--- src/rtl/pad_attr_pkg.sv ---
// rtl/pad_attr_pkg.sv - shared constants, FSM encodings and WARL mask helper for pad_attr_sequencer
//
// Purpose: default pad counts and index width, sweep FSM state encodings,
//          and attr_mask(), which picks the MIO or DIO implemented-bit mask
//          for a pad index.
// Ports:   none (package)
package pad_attr_pkg;

  localparam int NMioPadsDef = 32;
  localparam int NDioPadsDef = 15;
  localparam int NPads       = NMioPadsDef + NDioPadsDef;
  localparam int IdxW        = $clog2(NPads);

  // Sweep FSM encodings
  localparam logic [1:0] StIdle  = 2'd0;
  localparam logic [1:0] StApply = 2'd1;
  localparam logic [1:0] StHold  = 2'd2;

  // Pads below n_mio are MIO pads, everything above is DIO.
  // Masks are passed in so that parameter overrides on the top are honoured.
  function automatic logic [31:0] attr_mask(input logic [31:0] idx,
                                            input logic [31:0] n_mio,
                                            input logic [31:0] mio_mask,
                                            input logic [31:0] dio_mask);
    return (idx < n_mio) ? mio_mask : dio_mask;
  endfunction

endpackage

--- src/rtl/pad_attr_sequencer.sv ---
// rtl/pad_attr_sequencer.sv - staged/active pad attribute registers with SSN-friendly commit sweep
//
// Purpose: software writes a staged copy of every pad attribute; a commit
//          walks the pads and copies staged to active one pad per step,
//          holding StepCycles cycles on each pad that actually changes.
//          A sticky lock freezes the staged copy.
// Ports:
//   clk_i, rst_i                  clock, asynchronous active-high reset
//   req_valid_i/req_ready_o       request handshake (ready only while idle)
//   req_write_i, req_idx_i,
//   req_wdata_i                   request command, pad index, write data
//   lock_i, commit_i              lock pulse, commit pulse
//   rsp_valid_o, rsp_rdata_o,
//   rsp_err_o                     one-cycle response, staged value, error
//   locked_o, busy_o, done_o      lock state, sweep active, sweep-done pulse
//   mio_attr_o, dio_attr_o        flattened active attributes
module pad_attr_sequencer
  import pad_attr_pkg::*;
#(
  parameter int               NMioPads    = 32,
  parameter int               NDioPads    = 15,
  parameter int               AttrDw      = 10,
  parameter logic [AttrDw-1:0] MioWarlMask = 10'h3FF,
  parameter logic [AttrDw-1:0] DioWarlMask = 10'h3FF,
  parameter int               StepCycles  = 4,
  localparam int              NumPads     = NMioPads + NDioPads,
  localparam int              PadIdxW     = $clog2(NumPads)
) (
  input  logic                         clk_i,
  input  logic                         rst_i,
  input  logic                         req_valid_i,
  output logic                         req_ready_o,
  input  logic                         req_write_i,
  input  logic [PadIdxW-1:0]           req_idx_i,
  input  logic [AttrDw-1:0]            req_wdata_i,
  input  logic                         lock_i,
  input  logic                         commit_i,
  output logic                         rsp_valid_o,
  output logic [AttrDw-1:0]            rsp_rdata_o,
  output logic                         rsp_err_o,
  output logic                         locked_o,
  output logic                         busy_o,
  output logic                         done_o,
  output logic [NMioPads*AttrDw-1:0]   mio_attr_o,
  output logic [NDioPads*AttrDw-1:0]   dio_attr_o
);

  localparam int CntW = $clog2(StepCycles + 1);

  logic [AttrDw-1:0]  staged_q [NumPads];
  logic [AttrDw-1:0]  active_q [NumPads];

  logic [1:0]         state_q, state_d;
  logic [PadIdxW-1:0] ptr_q, ptr_d;
  logic [CntW-1:0]    cnt_q, cnt_d;
  logic               pending_q, pending_d;
  logic               locked_q, locked_d;
  logic               rsp_valid_q, rsp_valid_d;
  logic [AttrDw-1:0]  rsp_rdata_q, rsp_rdata_d;
  logic               rsp_err_q, rsp_err_d;
  logic               done_q, done_d;

  logic               accept;
  logic               idx_ok;
  logic               wr_en;
  logic [31:0]        mask_full;
  logic [AttrDw-1:0]  wr_val;
  logic               apply_en;
  logic               advance;

  assign req_ready_o = (state_q == StIdle);

  // Request decode and response
  always_comb begin
    accept      = req_valid_i && req_ready_o;
    idx_ok      = (32'(req_idx_i) < 32'(NumPads));
    mask_full   = attr_mask(32'(req_idx_i), 32'(NMioPads),
                            32'(MioWarlMask), 32'(DioWarlMask));
    wr_val      = req_wdata_i & mask_full[AttrDw-1:0];
    // Lock takes effect on the next edge, so locked_q (not lock_i) gates writes
    wr_en       = accept && req_write_i && idx_ok && !locked_q;
    locked_d    = locked_q | lock_i;
    rsp_valid_d = accept;
    rsp_rdata_d = rsp_rdata_q;
    rsp_err_d   = rsp_err_q;
    if (accept) begin
      if (!idx_ok) begin
        rsp_rdata_d = '0;
        rsp_err_d   = 1'b1;
      end else if (req_write_i && !locked_q) begin
        rsp_rdata_d = wr_val;
        rsp_err_d   = 1'b0;
      end else begin
        rsp_rdata_d = staged_q[req_idx_i];
        rsp_err_d   = req_write_i;
      end
    end
  end

  // Sweep FSM
  always_comb begin
    state_d   = state_q;
    ptr_d     = ptr_q;
    cnt_d     = cnt_q;
    pending_d = pending_q;
    done_d    = 1'b0;
    apply_en  = 1'b0;
    advance   = 1'b0;

    case (state_q)
      StIdle: begin
        if (commit_i) begin
          state_d = StApply;
          ptr_d   = '0;
        end
      end
      StApply: begin
        if (staged_q[ptr_q] != active_q[ptr_q]) begin
          apply_en = 1'b1;
          if (StepCycles > 1) begin
            state_d = StHold;
            cnt_d   = CntW'(StepCycles - 1);
          end else begin
            advance = 1'b1;
          end
        end else begin
          advance = 1'b1;
        end
      end
      StHold: begin
        if (cnt_q == CntW'(1)) begin
          advance = 1'b1;
        end else begin
          cnt_d = cnt_q - CntW'(1);
        end
      end
      default: state_d = StIdle;
    endcase

    if (state_q != StIdle && commit_i) begin
      pending_d = 1'b1;
    end

    if (advance) begin
      if (ptr_q == PadIdxW'(NumPads - 1)) begin
        done_d    = 1'b1;
        ptr_d     = '0;
        // A commit on the very last cycle counts as pending too
        state_d   = (pending_q || commit_i) ? StApply : StIdle;
        pending_d = 1'b0;
      end else begin
        ptr_d   = ptr_q + PadIdxW'(1);
        state_d = StApply;
      end
    end
  end

  always_ff @(posedge clk_i or posedge rst_i) begin
    if (rst_i) begin
      state_q     <= StIdle;
      ptr_q       <= '0;
      cnt_q       <= '0;
      pending_q   <= 1'b0;
      locked_q    <= 1'b0;
      rsp_valid_q <= 1'b0;
      rsp_rdata_q <= '0;
      rsp_err_q   <= 1'b0;
      done_q      <= 1'b0;
      for (int i = 0; i < NumPads; i++) begin
        staged_q[i] <= '0;
        active_q[i] <= '0;
      end
    end else begin
      state_q     <= state_d;
      ptr_q       <= ptr_d;
      cnt_q       <= cnt_d;
      pending_q   <= pending_d;
      locked_q    <= locked_d;
      rsp_valid_q <= rsp_valid_d;
      rsp_rdata_q <= rsp_rdata_d;
      rsp_err_q   <= rsp_err_d;
      done_q      <= done_d;
      if (wr_en) begin
        staged_q[req_idx_i] <= wr_val;
      end
      if (apply_en) begin
        active_q[ptr_q] <= staged_q[ptr_q];
      end
    end
  end

  assign rsp_valid_o = rsp_valid_q;
  assign rsp_rdata_o = rsp_rdata_q;
  assign rsp_err_o   = rsp_err_q;
  assign locked_o    = locked_q;
  assign busy_o      = (state_q != StIdle);
  assign done_o      = done_q;

  for (genvar k = 0; k < NMioPads; k++) begin : g_mio
    assign mio_attr_o[k*AttrDw +: AttrDw] = active_q[k];
  end
  for (genvar k = 0; k < NDioPads; k++) begin : g_dio
    assign dio_attr_o[k*AttrDw +: AttrDw] = active_q[NMioPads + k];
  end

endmodule
--- config.mk ---
export PLATFORM = sky130hd
export DESIGN_NAME = pad_attr_sequencer
export DESIGN_NICKNAME = d
export VERILOG_FILES = /design/src/rtl/pad_attr_pkg.sv /design/src/rtl/pad_attr_sequencer.sv
export SDC_FILE = /design/constraint.sdc
export NUM_CORES = 2
export LEC_CHECK = 0
export BUFFER_PORTS_ARGS = -buffer_cell sky130_fd_sc_hd__buf_2
export CAP_MARGIN = 20
export CORE_MARGIN = 2
export CORE_UTILIZATION = 50
export CTS_CLUSTER_SIZE = 8
export DETAILED_ROUTE_END_ITERATION = 12
export PLACE_DENSITY_LB_ADDON = 0.15
export SLEW_MARGIN = 40
export SYNTH_ARGS = -nofsm -noshare
export SYNTH_HDL_FRONTEND = slang
export SYNTH_SLANG_ARGS = --single-unit
export TNS_END_PERCENT = 5
--- constraint.sdc ---
create_clock -name clk_i -period 33 [get_ports clk_i]
set_input_delay 3.3 -clock clk_i [delete_from_list [all_inputs] [get_ports clk_i]]
set_output_delay 3.3 -clock clk_i [all_outputs]
set_load 0.02 [all_outputs]
==> impl_metrics.json <==
{
  "worstPathRequired_ns": 33.61,
  "place_hpwl_mm": 123,
  "final_core_util": 0.581,
  "stdcell_area_um2": 55100,
  "p_leak_uw": 0.0268,
  "detail-route-antenna-nets": 0,
  "grt_pass1_vias": 36059,
  "drv_cap": 0,
  "worstMarginPinSlew_ns": 0.922,
  "grt-ovfl-total": 0,
  "portBuffers": 507,
  "synth_flop_cell": "dfrtp_1",
  "avgSynthCellArea_um2": 12.8,
  "yosysTopAreaCellShare": 0.508,
  "wl_per_cell_um": 35.1,
  "yosys.area.top_type": "dfrtp_1",
  "drtIter0Drc": 4663,
  "grt_antenna_before_repair": 9,
  "path_class": "flip-flop to flip-flop",
  "numClockSinks": 966,
  "syn-num-nets": 3759,
  "nets": 4176,
  "critical_path.max_fanout": 89,
  "dr_total_vias": 37567,
  "fp.coreArea_um2": 94700,
  "period_share": 0.232,
  "num_rows": 113,
  "ir_drop_mv": 0.0541,
  "grt_setup_unrepaired": "no",
  "synth_edf_count": 0,
  "cts_setup_buffers": 0,
  "setup_viol": 0,
  "routabilityCongestion": 0.939,
  "outcome": "complete, no violations",
  "ios": 508,
  "initial_core_util": 0.503,
  "syn-cell-area_um2": 47600,
  "final_cells": 5425,
  "endpoint_kind": "flip-flop",
  "cellPowerDensity_nw_per_um2": 54.7,
  "period_minus_slack_ns": 7.67,
  "crit_chain": "buf_6 > buf_12 > nor2b_2 > buf_4 > a221oi_1 > a21oi_1 > o21ai_0 > nand4_1 > buf_4 > xor2_1 > nor2_1 > a31oi_2 > nand2_2 > nor2_2 > mux2_2",
  "firstDrtPassIters": 6,
  "cts_resized": 0,
  "antenna_cells": 0,
  "syn-instance-count": 3729,
  "placedCellCount": 5268,
  "yosys-top-cells-count": "mux2_2, dfrtp_1, a22oi_1",
  "yosysUniqueCellTypes": 74,
  "start_kind": "flip-flop",
  "tns_ns": 0,
  "critPathSlowestCell": "dfrtp_4",
  "synth_area_leaders": "dfrtp_1, mux2_2, a22oi_1, mux2i_1, mux4_2",
  "htreeDepth": 4,
  "vias_per_cell": 6.92,
  "fmax_ghz": 0.130,
  "cts_made_buffers": 139,
  "clk_pin_slew_worst_paths_ns": 0.05,
  "critPathMaxStageDelay_ns": 0.80,
  "synth_seq_cells": 966,
  "yosys_warnings": 0,
  "wl_mm": 191,
  "slew_violations": 0,
  "placed_cell_area_um2": 51400,
  "crit_arrival_ns": 8.28,
  "area_growth_pct": 15.7,
  "cts_root_buffer": "clkbuf_16",
  "clock_path_buffers": 3,
  "die-area_um2": 97700,
  "hold_viol": 0,
  "clk_latency_ns": 0.75,
  "clock_skew_ns": 0.0215,
  "relSlewSlack": 0.379,
  "die_x_um": 313,
  "fin_ws_ns": 25.33,
  "place_ws_ns": 25.62,
  "die_h_um": 313,
  "path_common_cell": "buf_4",
  "hold_path.class": "flip-flop to flip-flop",
  "cts_tree": "built",
  "drive_gt1_frac": 0.464,
  "synth.most_common_cell": "mux2_2",
  "drc": 0,
  "cts.hold.buffers_added": 0,
  "grt.total_usage": 0.382,
  "grt_start_max_net_pins": 160,
  "ys_seq_area_frac": 0.508,
  "grt_pass1_wl_mm": 270,
  "ys_async_sr_fraction": 1.00
}
==> layout by cell type, fill, tap and decap left out, types with 7 or more instances in the layout <==
cell type | netlist | layout
xnor2_1 | 7 | 7
a21oi_1 | 75 | 75
buf_2 | 50 | 497
clkbuf_16 | 0 | 140
buf_4 | 19 | 74
o211ai_1 | 14 | 14
a41oi_1 | 9 | 9
a221o_1 | 13 | 13
dfrtp_1 | 966 | 963
nor2b_1 | 16 | 7
mux2_2 | 1029 | 1029
o22ai_1 | 57 | 57
o221ai_1 | 12 | 12
ha_1 | 8 | 8
nor4_1 | 8 | 8
inv_1 | 16 | 13
buf_12 | 0 | 9
mux2i_1 | 132 | 132
o21ai_0 | 77 | 74
nand4_1 | 39 | 39
nor2_1 | 64 | 60
a22o_1 | 32 | 32
a221oi_1 | 93 | 93
mux4_2 | 53 | 53
o2bb2ai_1 | 14 | 14
nor2_2 | 47 | 48
nand2b_1 | 10 | 9
and3_1 | 13 | 12
a31oi_1 | 23 | 23
nand3_1 | 13 | 13
nand2_2 | 6 | 7
nand2_1 | 169 | 168
o22a_1 | 17 | 17
a22oi_1 | 262 | 262
==> worst paths after layout <==
| check | start | endpoint | slack [ns] | cells past startpoint |
|---|---|---|---|---|
| max | ptr_q[2] | mio_attr_o[193] | 25.33 | 15 |
| min | rsp_rdata_o[2] | rsp_rdata_o[2] | 0.48 | 2 |
| max reg2reg | ptr_q[2] | mio_attr_o[193] | 25.33 | 15 |
| min reg2reg | rsp_rdata_o[2] | rsp_rdata_o[2] | 0.48 | 2 |
| max in group asynchronous | rst_i | staged_q[250] | 27.14 | 7 |
| min in group asynchronous | rst_i | dio_attr_o[75] | 2.70 | 2 |
==> cell families after synthesis <==
kind of cell / after synthesis / synth area share
fa+ha+maj: 8 / 0.00210
flops: 966 / 0.508
buf+inv: 331 / 0.0292
mux: 1214 / 0.296
xor+xnor: 10 / 0.00184
simple gates: 442 / 0.0468
compound gates: 758 / 0.116
==> registers in the layout, summed over array words and instances, names as in the netlist <==
name and count:
rsp_rdata_o 10, pending_q 1, rsp_valid_o 1, staged_q 470, rsp_err_o 1, dio_attr_o 150
cnt_q 3, ptr_q 6, state_q 2, done_o 1, locked_o 1, mio_attr_o 320
==> critical path: cells and delay by family (launching register included) <==
family | cells | cell delay, ns
xor+xnor | 1 | 0.20
compound gates | 4 | 1.30
simple gates | 5 | 2.53
mux | 1 | 0.42
flops | 1 | 0.80
buf+inv | 4 | 2.14
==> final cells by class <==
type	count	area, um2
Tap cell	1265	1580
Sequential cell	966	24200
Fill cell	7968	39600
Clock buffer	144	3520
Inverter	17	78.8
Timing Repair Buffer	590	3390
Clock inverter	11	114
Multi-Input combinational cell	2432	22200
==> stage by stage <==
step                hold slack [ns]  power, uW
floorplan                     0.476       1520
global placement              0.461       1750
detailed placement            0.479       1750
CTS                           0.489       3000
global route                  0.501       3080
finish                        0.481       3020
==> layer usage <==
layer,GRT usage,vias up,share of wire
li1,-,14964,-
met1,0.524,19641,0.39
met2,0.552,2414,0.44
met3,0.107,536,0.11
met4,0.199,12,0.059
met5,0.00677,-,0.00085
==> power by group <==
group          leakage (uW)  switching, uW  internal [uW]  total (uW)
Sequential           0.0135           26.8           1200        1220
Clock               0.00178            517            746        1260
Combinational        0.0115            404            126         530
Note: power is estimated with default switching activity, not from simulation.
